## src/rtl/stack_queue_pkg.sv

```systemverilog
// Shared constants and helpers for the stack/queue buffer.
package stack_queue_pkg;

   localparam logic MODE_FIFO = 1'b0;
   localparam logic MODE_LIFO = 1'b1;

   // Pointer width for a buffer of the given depth.
   function automatic int addr_w(input int depth);
      return $clog2(depth);
   endfunction

endpackage

```

## src/rtl/sq_mem.sv

```systemverilog
// Register-array storage: one synchronous write port, one combinational read port.
module sq_mem
   import stack_queue_pkg::*;
#(
   parameter int WIDTH = 8,
   parameter int DEPTH = 16,
   parameter int AW    = addr_w(DEPTH)
) (
   input  logic             clk,
   input  logic             we,
   input  logic [AW-1:0]    waddr,
   input  logic [WIDTH-1:0] wdata,
   input  logic [AW-1:0]    raddr,
   output logic [WIDTH-1:0] rdata
);

   logic [WIDTH-1:0] mem [DEPTH];

   // Contents are deliberately not reset; occupancy tracking makes stale data unreachable.
   always_ff @(posedge clk) begin
      if (we) mem[waddr] <= wdata;
   end

   assign rdata = mem[raddr];

endmodule

```

## src/rtl/stack_queue_buffer.sv

```systemverilog
// Single-clock buffer, runtime-selectable FIFO or LIFO order, ready/valid handshakes.
module stack_queue_buffer
   import stack_queue_pkg::*;
#(
   parameter int WIDTH     = 8,
   parameter int DEPTH     = 16,
   parameter int AF_THRESH = DEPTH - 2
) (
   input  logic                   clk,
   input  logic                   reset,
   input  logic                   mode,
   input  logic                   flush,
   input  logic                   push_valid,
   input  logic [WIDTH-1:0]       push_data,
   output logic                   push_ready,
   input  logic                   pop_valid,
   output logic                   pop_ready,
   output logic [WIDTH-1:0]       rd_data,
   output logic                   rd_valid,
   output logic [$clog2(DEPTH):0] count,
   output logic                   full,
   output logic                   empty,
   output logic                   almost_full,
   output logic                   overflow,
   output logic                   underflow,
   input  logic                   clear_err,
   output logic                   mode_q
);

   localparam int AW = addr_w(DEPTH);
   localparam int CW = AW + 1;

   logic [AW-1:0]    wr_ptr, rd_ptr, top_ptr;
   logic [CW-1:0]    cnt;
   logic             push_acc, pop_acc, lifo;
   logic             mem_we;
   logic [AW-1:0]    mem_waddr, mem_raddr;
   logic [WIDTH-1:0] mem_rdata;
   // [0] = pop accepted this cycle, [1] = registered read result valid
   logic [1:0]       vld_pipe;

   assign count       = cnt;
   assign full        = (cnt == CW'(DEPTH));
   assign empty       = (cnt == '0);
   assign almost_full = (cnt >= CW'(AF_THRESH));
   assign push_ready  = ~full;
   assign pop_ready   = ~empty;

   // Readiness comes from pre-edge state; flush swallows any request in its cycle.
   assign push_acc = push_valid & push_ready & ~flush;
   assign pop_acc  = pop_valid & pop_ready & ~flush;
   assign lifo     = (mode_q == MODE_LIFO);
   assign top_ptr  = wr_ptr - AW'(1);

   assign vld_pipe[0] = pop_acc;
   assign rd_valid    = vld_pipe[1];

   // Address steering: LIFO reads the top and, on push+pop, overwrites it in place.
   always_comb begin
      mem_we    = push_acc & ~reset;
      mem_waddr = (lifo && pop_acc) ? top_ptr : wr_ptr;
      mem_raddr = lifo ? top_ptr : rd_ptr;
   end

   sq_mem #(.WIDTH(WIDTH), .DEPTH(DEPTH), .AW(AW)) u_mem (
      .clk   (clk),
      .we    (mem_we),
      .waddr (mem_waddr),
      .wdata (push_data),
      .raddr (mem_raddr),
      .rdata (mem_rdata)
   );

   // Pointer update; rd_ptr sits idle in LIFO and equals wr_ptr whenever empty.
   always_ff @(posedge clk) begin
      if (reset) begin
         wr_ptr <= '0;
         rd_ptr <= '0;
      end else if (flush) begin
         wr_ptr <= '0;
         rd_ptr <= '0;
      end else if (lifo) begin
         if (push_acc && !pop_acc)      wr_ptr <= wr_ptr + AW'(1);
         else if (pop_acc && !push_acc) wr_ptr <= top_ptr;
      end else begin
         if (push_acc) wr_ptr <= wr_ptr + AW'(1);
         if (pop_acc)  rd_ptr <= rd_ptr + AW'(1);
      end
   end

   // Occupancy: net change of accepted push and pop.
   always_ff @(posedge clk) begin
      if (reset || flush) begin
         cnt <= '0;
      end else begin
         case ({push_acc, pop_acc})
            2'b10:   cnt <= cnt + CW'(1);
            2'b01:   cnt <= cnt - CW'(1);
            default: cnt <= cnt;
         endcase
      end
   end

   // Registered read port; data holds between pops.
   always_ff @(posedge clk) begin
      if (reset) begin
         rd_data     <= '0;
         vld_pipe[1] <= 1'b0;
      end else begin
         vld_pipe[1] <= vld_pipe[0];
         if (pop_acc) rd_data <= mem_rdata;
      end
   end

   // Order may only change while drained (or on flush), so no pointer fixup is needed.
   always_ff @(posedge clk) begin
      if (reset)               mode_q <= MODE_FIFO;
      else if (empty || flush) mode_q <= mode;
   end

   // Sticky error flags; a same-cycle set beats clear_err.
   always_ff @(posedge clk) begin
      if (reset) begin
         overflow  <= 1'b0;
         underflow <= 1'b0;
      end else begin
         overflow  <= (push_valid & full)  | (overflow  & ~clear_err);
         underflow <= (pop_valid  & empty) | (underflow & ~clear_err);
      end
   end

endmodule

```

## config.mk

```make
export PLATFORM = sky130hd
export DESIGN_NAME = stack_queue_buffer
export DESIGN_NICKNAME = d
export VERILOG_FILES = /design/src/rtl/stack_queue_pkg.sv /design/src/rtl/sq_mem.sv /design/src/rtl/stack_queue_buffer.sv
export SDC_FILE = /design/constraint.sdc
export NUM_CORES = 1
export LEC_CHECK = 0
export ABC_AREA = 0
export CORE_MARGIN = 2
export CORE_UTILIZATION = 34
export CTS_CLUSTER_DIAMETER = 40
export DETAILED_ROUTE_END_ITERATION = 8
export PLACE_DENSITY = 0.49
export SLEW_MARGIN = 20
export SYNTH_ARGS = -nofsm -noshare
export SYNTH_HDL_FRONTEND = slang
export SYNTH_SLANG_ARGS = --single-unit
```

## constraint.sdc

```tcl
create_clock -name clk -period 2.7 [get_ports clk]
set_input_delay 0.54 -clock clk [delete_from_list [all_inputs] [get_ports clk]]
set_output_delay 0.54 -clock clk [all_outputs]
set_load 0.03 [all_outputs]
```

# Yosys cells after proc, flatten, opt, wreduce, memory -nomap -nowiden
# Memories as Yosys holds them, arrays and structs flattened. A register that Yosys moved wholly into a read port is not among the register bits.
# Index checks and enable logic that the tools add are counted.
# op_classes
n_addsub,5
order_cmp,1
eq_ne,4
n_mux,9
bitwise_logic,17
reduce_logical,13
# ops
cell,n
2-to-1 mux 4 bit,6
one-hot mux 5 bit (2 select lines),1
AND 1 bit,9
adder 4 x 1 -> 4 bit (second input constant),2
NOT 1 bit,6
adder 5 x 1 -> 5 bit (second input constant),1
equality test 5 bit (second input constant),1
greater-or-equal comparator 5 x 4 -> 1 bit (second input constant),1
logical NOT 5 bit,1
subtractor 5 x 1 -> 5 bit (second input constant),1
AND reduction 2 bit,2
nonzero test 2 bit,2
subtractor 4 x 1 -> 4 bit (second input constant),1
logical AND 1 bit,3
inequality test 3 x 1 -> 1 bit (second input constant),1
equality test 2 x 1 -> 1 bit (second input constant),1
equality test 2 bit (second input constant),1
logical NOT 1 bit,2
logical OR 1 bit,2
2-to-1 mux 1 bit,2
bitwise OR 1 bit,2
OR reduction 2 bit,1
# word_totals
ff_bits,17
ramBits,128
inputBits,15
out_inout_bits,22
elab_cells,57
n_memories,1
# memory_table
memory,words,word_bits,read_ports,rd_ports_with_merged_regs,write_ports,line,text
u_mem.mem,16,8,1,1,1,sq_mem.sv:17,logic [WIDTH-1:0] mem [DEPTH];

# Logic depth before layout (Yosys ltp)
# depth
ltp_word,9
mapped_depth,13
depth_no_buf,11

# By module
# From an unflattened synthesis, not the netlist that was laid out.
# unflattened
hier_cells,409
area_unflattened_um2,6467.5
# modules_own_cells
mod,n_inst,cells_each,area_per_inst_um2
sq_mem,1,221,4987.3
stack_queue_buffer,1,188,1480.2

# Worst setup path after synthesis
# OpenSTA, ideal clock, no wires.
# synth_path
kind,reg-to-reg
from,"register cnt[2], in the netlist count[2]"
to,"register cnt[4], in the netlist count[4]"
setup_ns,0.128
t_arrival_ns,2.708
required_ns,2.572
slack_ns,-0.135
path_stages_with_launch,14
path_buffers,2
synth_period_minus_slack_ns,2.835
cell_sequence,dfxtp_1 -> buf_4 -> nor4_1 -> a211oi_1 -> inv_1 -> ha_1 -> clkbuf_1 -> xor2_1 -> ha_1 -> a21o_1 -> o221ai_1 -> a31oi_1 -> xnor2_1 -> nor2_1
# synth_via
elab_chain_cells,6
elab_cells_between_ends,14
cone_classes,2 x add/sub; 3 x eq/ne; 1 x mux; 6 x bitwise; 2 x reduce/logical
# synth_rtl
item,line,text
start: declaration,stack_queue_buffer.sv:34,logic [CW-1:0] cnt;
start signal: assignment,stack_queue_buffer.sv:97,2'b10: cnt <= cnt + CW'(1);
start signal: assignment,stack_queue_buffer.sv:98,2'b01: cnt <= cnt - CW'(1);
start signal: assignment,stack_queue_buffer.sv:99,default: cnt <= cnt;
equality test 5 bit / logical NOT 5 bit (equally long branches),"stack_queue_buffer.sv:43, stack_queue_buffer.sv:44",
"NOT 1 bit, on equally long branches","stack_queue_buffer.sv:46, stack_queue_buffer.sv:47",
"AND 1 bit, on equally long branches (2 in series)","stack_queue_buffer.sv:50, stack_queue_buffer.sv:51",
equality test 2 x 1 -> 1 bit / equality test 2 bit (equally long branches),stack_queue_buffer.sv:96,"case ({push_acc, pop_acc})"
one-hot mux 5 bit (2 select lines) / nonzero test 2 bit (equally long branches),n/a,
# Several ways; a longest one is shown, not always the timed one.
# A chain may end at the register's enable or synchronous reset.

# Final worst setup path
# layout_path
from,register wr_ptr[0]
to,register rd_data[3] (read register of u_mem.mem)
# layout_via
elab_chain_cells,2
# layout_rtl
item,line,text
start: declaration,stack_queue_buffer.sv:33,"logic [AW-1:0] wr_ptr, rd_ptr, top_ptr;"
start signal: assignment,stack_queue_buffer.sv:83,if (push_acc && !pop_acc) wr_ptr <= wr_ptr + AW'(1);
start signal: assignment,stack_queue_buffer.sv:84,else if (pop_acc && !push_acc) wr_ptr <= top_ptr;
start signal: assignment,stack_queue_buffer.sv:86,if (push_acc) wr_ptr <= wr_ptr + AW'(1);
subtractor 4 x 1 -> 4 bit,stack_queue_buffer.sv:53,assign top_ptr = wr_ptr - AW'(1);
2-to-1 mux 4 bit,stack_queue_buffer.sv:62,mem_raddr = lifo ? top_ptr : rd_ptr;
end: declaration,stack_queue_buffer.sv:18,"output logic [WIDTH-1:0] rd_data,"
# No other way between the ends.

==> out/qor.yml <==
run_status:
  status: "finished, final reports clean"
global_route:
  grt_pass1_wl_mm: 31.3
  grt_use_total_pct: 18.7
  antenna_found_initial: 0
  grt_overflow: 0
  grt_pass1_vias: 5553
  grt_max_degree: 61
drt:
  wl_met3_um: 647
  top_layer: "met4"
  vias: 5534
  wl_mm: 20.2
  via_per_inst: 5.47
  avgRoutedWirePerCell_um: 20.0
  wl_met2_mm: 9.61
  first_pass_iters: 5
  wl_met1_mm: 9.49
  initialDrtViolationCount: 534
  drcViolationCount: 0
  ant_nets: 0
floorplan:
  die_w_um: 149
  die_h_um: 149
  start_util_pct: 34.4
  rows: 53
  die_area_um2: 22300
  core_um2: 20900
  ios: 37
setup_path:
  path_max_fanout: 11
  critical_path_class: "register to register"
  cp-start-kind: "register"
  cpMaxStageDelayCell: "dfxtp_1"
  worst_r2r_startpoint: "wr_ptr[0]"
  critical-path-max-stage-delay_ns: 0.42
  r2r_cells: 9
  r2r-end: "rd_data[3]"
  cp-end-kind: "register"
  cp.required_ns: 2.99
  critPathArrivalTime_ns: 2.94
  timing.reg2reg.setup_slack_ns: 0.06
  path_cells: "inv_2, ha_1, nand2b_1, buf_4, and3_1, o41ai_1, a21oi_1, o21ai_0, a311oi_1"
place:
  gp_congestion: 0.853
  io_buffers: 36
  dp.cells: 979
  placed_area_um2: 8290
  hpwl_mm: 13.8
cts:
  cts_buffers: 17
  path_clk_slew_ns: 0.06
  clk_path_buf_depth: 2
  htreeDepth: 4
  clockRootBuffer: "clkbuf_16"
  insertion_delay_ns: 0.43
  cts.sinks: 153
  tritoncts: "built"
layout:
  fin_area_um2: 8940
  drive_gt1_share_pct: 16.8
  syn2layout_area_growth_pct: 24.5
  nets: 744
  antenna_cells: 0
  fin_cells: 1011
sta:
  setup-violations-final: 0
  whs_ns: 0.513
  period_minus_slack_ns: 2.64
  slew_viol_final: 0
  post-route-period-util_pct: 97.9
  finalHoldViolCount: 0
  rsz0062_at_grt: "yes"
  tightest_slew_ns: 0.827
  max_freq_ghz: 0.378
  fin_skew_ns: 0.00849
  slew_headroom_pct: 44.6
yosys:
  synth_edf_count: 128
  ys.flop_type: "edfxtp_1"
  syn_area_um2: 7180
  yosysSeqAreaShare_pct: 60.5
  ys_seq_elements: 153
  synthCells: 640
  syn-num-nets: 661
  async_flop_share_pct: 0
  synth.avg_cell_area_um2: 11.2
  synth_cell_types: 56
  yosys_warnings: 0
worst_hold_path:
  hold_path_class: "register to register"
  holdPathEnd: "rd_data[7]"
  min_from: "rd_data[7]"
  holdPathStages: 2
pwr:
  power.leakage_uw: 0.00302
  ir_drop_mv: 0.336
  powerDensity_nw_per_um2: 635
flow_run:
  cap_violations: 0
==> metrics by stage <==
step           power (uW)  worst slack [ns]  util, %  TNS (ns)
2_1_floorplan        2930           -0.0387        -     -1.78
3_3_place_gp         3150            -0.249     39.6    -14.63
3_5_place_dp         3160            -0.217     39.7    -14.98
4_1_cts              5720            0.0214     42.7         0
5_1_grt              5870           -0.0229     42.8    -0.175
6_report             5680            0.0574     42.8         0
==> cell usage in the layout, fill, tap and decap left out, drive strengths merged, types with 24 or more instances in the layout <==
master / instances
edfxtp: 128
nor2: 81
buf: 74
a21oi: 45
o22ai: 34
o21ai: 34
clkdlybuf4s50: 33
nor2b: 29
dfxtp: 25
inv: 24
==> layout make-up <==
| type | instances | area [um^2] |
|---|---|---|
| fill | 1956 | 11900 |
| tap | 275 | 344 |
| multi-input combinational | 421 | 2620 |
| clock buffer | 19 | 443 |
| clock inverter | 13 | 193 |
| timing repair buffer | 110 | 925 |
| inverter | 20 | 75.1 |
| sequential | 153 | 4350 |
==> registers in the layout, summed over array words and instances (netlist names) <==
| signal | cells |
|---|---|
| overflow | 1 |
| rd_ptr | 4 |
| mode_q | 1 |
| wr_ptr | 4 |
| underflow | 1 |
| count | 5 |
| rd_valid | 1 |
| rd_data | 8 |
| u_mem.mem | 128 |
==> cell usage after synthesis, types with 2 or more instances <==
cell type	count	area, um^2
edfxtp_1	128	3840
nor2_1	80	300
a21oi_1	45	225
o21ai_0	32	160
o22ai_1	32	200
nor2b_1	29	181
clkbuf_1	27	101
dfxtp_1	25	500
inv_1	19	71.3
nand2_1	19	71.3
o211ai_1	17	128
nor3_1	15	75.1
and3_1	13	81.3
buf_2	12	60.1
xnor2_1	12	105
a211oi_1	11	82.6
a31oi_1	9	56.3
o311ai_0	9	78.8
o41ai_1	9	78.8
nand3b_1	8	60.1
or3_1	7	43.8
ha_1	6	75.1
nor4_1	6	37.5
xor2_1	6	52.6
a32oi_1	4	35.0
buf_1	4	15.0
nand2b_1	4	25.0
nand3_1	4	20.0
o221ai_1	4	35.0
a211o_1	3	26.3
a22oi_1	3	22.5
a311oi_1	3	26.3
mux2i_1	3	30.0
o22a_1	3	26.3
a21o_1	2	15.0
nand4_1	2	12.5
nor3b_1	2	15.0
o21ai_1	2	10.0
o22ai_2	2	25.0
or2_1	2	12.5
or2_2	2	12.5
==> critical path: cells and delay by family (launching register included) <==
family	cells	cell delay [ns]
DFF	1	0.42
buffers and inverters	2	0.35
adders and majority gates	1	0.34
AOI/OAI and AO/OA	4	0.84
and+or+nand+nor	2	0.57
==> routing by layer <==
| layer | vias up | global-route usage (%) |
|---|---|---|
| met5 | - | 0 |
| met4 | 0 | 7.38 |
| met3 | 33 | 2.75 |
| met2 | 123 | 30.7 |
| met1 | 2778 | 24.8 |
| li1 | 2600 | - |
==> power breakdown <==
group	switching, uW	total, uW	internal (uW)	leakage, uW
combinational	332	532	200	0.00136
sequential	10.3	2580	2570	0.00135
clock	987	2570	1580	0.000300
==> cells by family after synthesis <==
kind of cell    count (synthesis)  synth area share (%)
simple gates                  199                  14.2
compound gates                195                  17.8
flops                         153                  60.5
buf+inv                        66                  3.83
xor+xnor                       18                  2.20
fa+ha+maj                       6                  1.05
mux                             3                 0.418
==> worst max path at each step <==
stage / depth (start not counted) / start / slack, ns / to
after floorplan: 7 / count[2] / -0.04 / u_mem.mem[5][0]
after global placement: 9 / pop_valid / -0.25 / u_mem.mem[1][4]
after detailed placement: 9 / pop_valid / -0.22 / u_mem.mem[1][1]
after CTS: 9 / wr_ptr[0] / 0.02 / rd_data[1]
after global routing: 8 / count[3] / -0.02 / u_mem.mem[3][7]
final: 9 / wr_ptr[0] / 0.06 / rd_data[3]
==> what timing repair did <==
| item | 4_1_cts | 5_1_grt |
|---|---|---|
| gates resized for setup | 4 | 9 |
| setup buffers | 0 | 0 |
| endpoints found under the setup margin | 3 | 41 |
| hold buffers | 0 | 0 |
| pin swaps | 0 | 0 |
No activity file was read; power rests on OpenSTA's default activity.
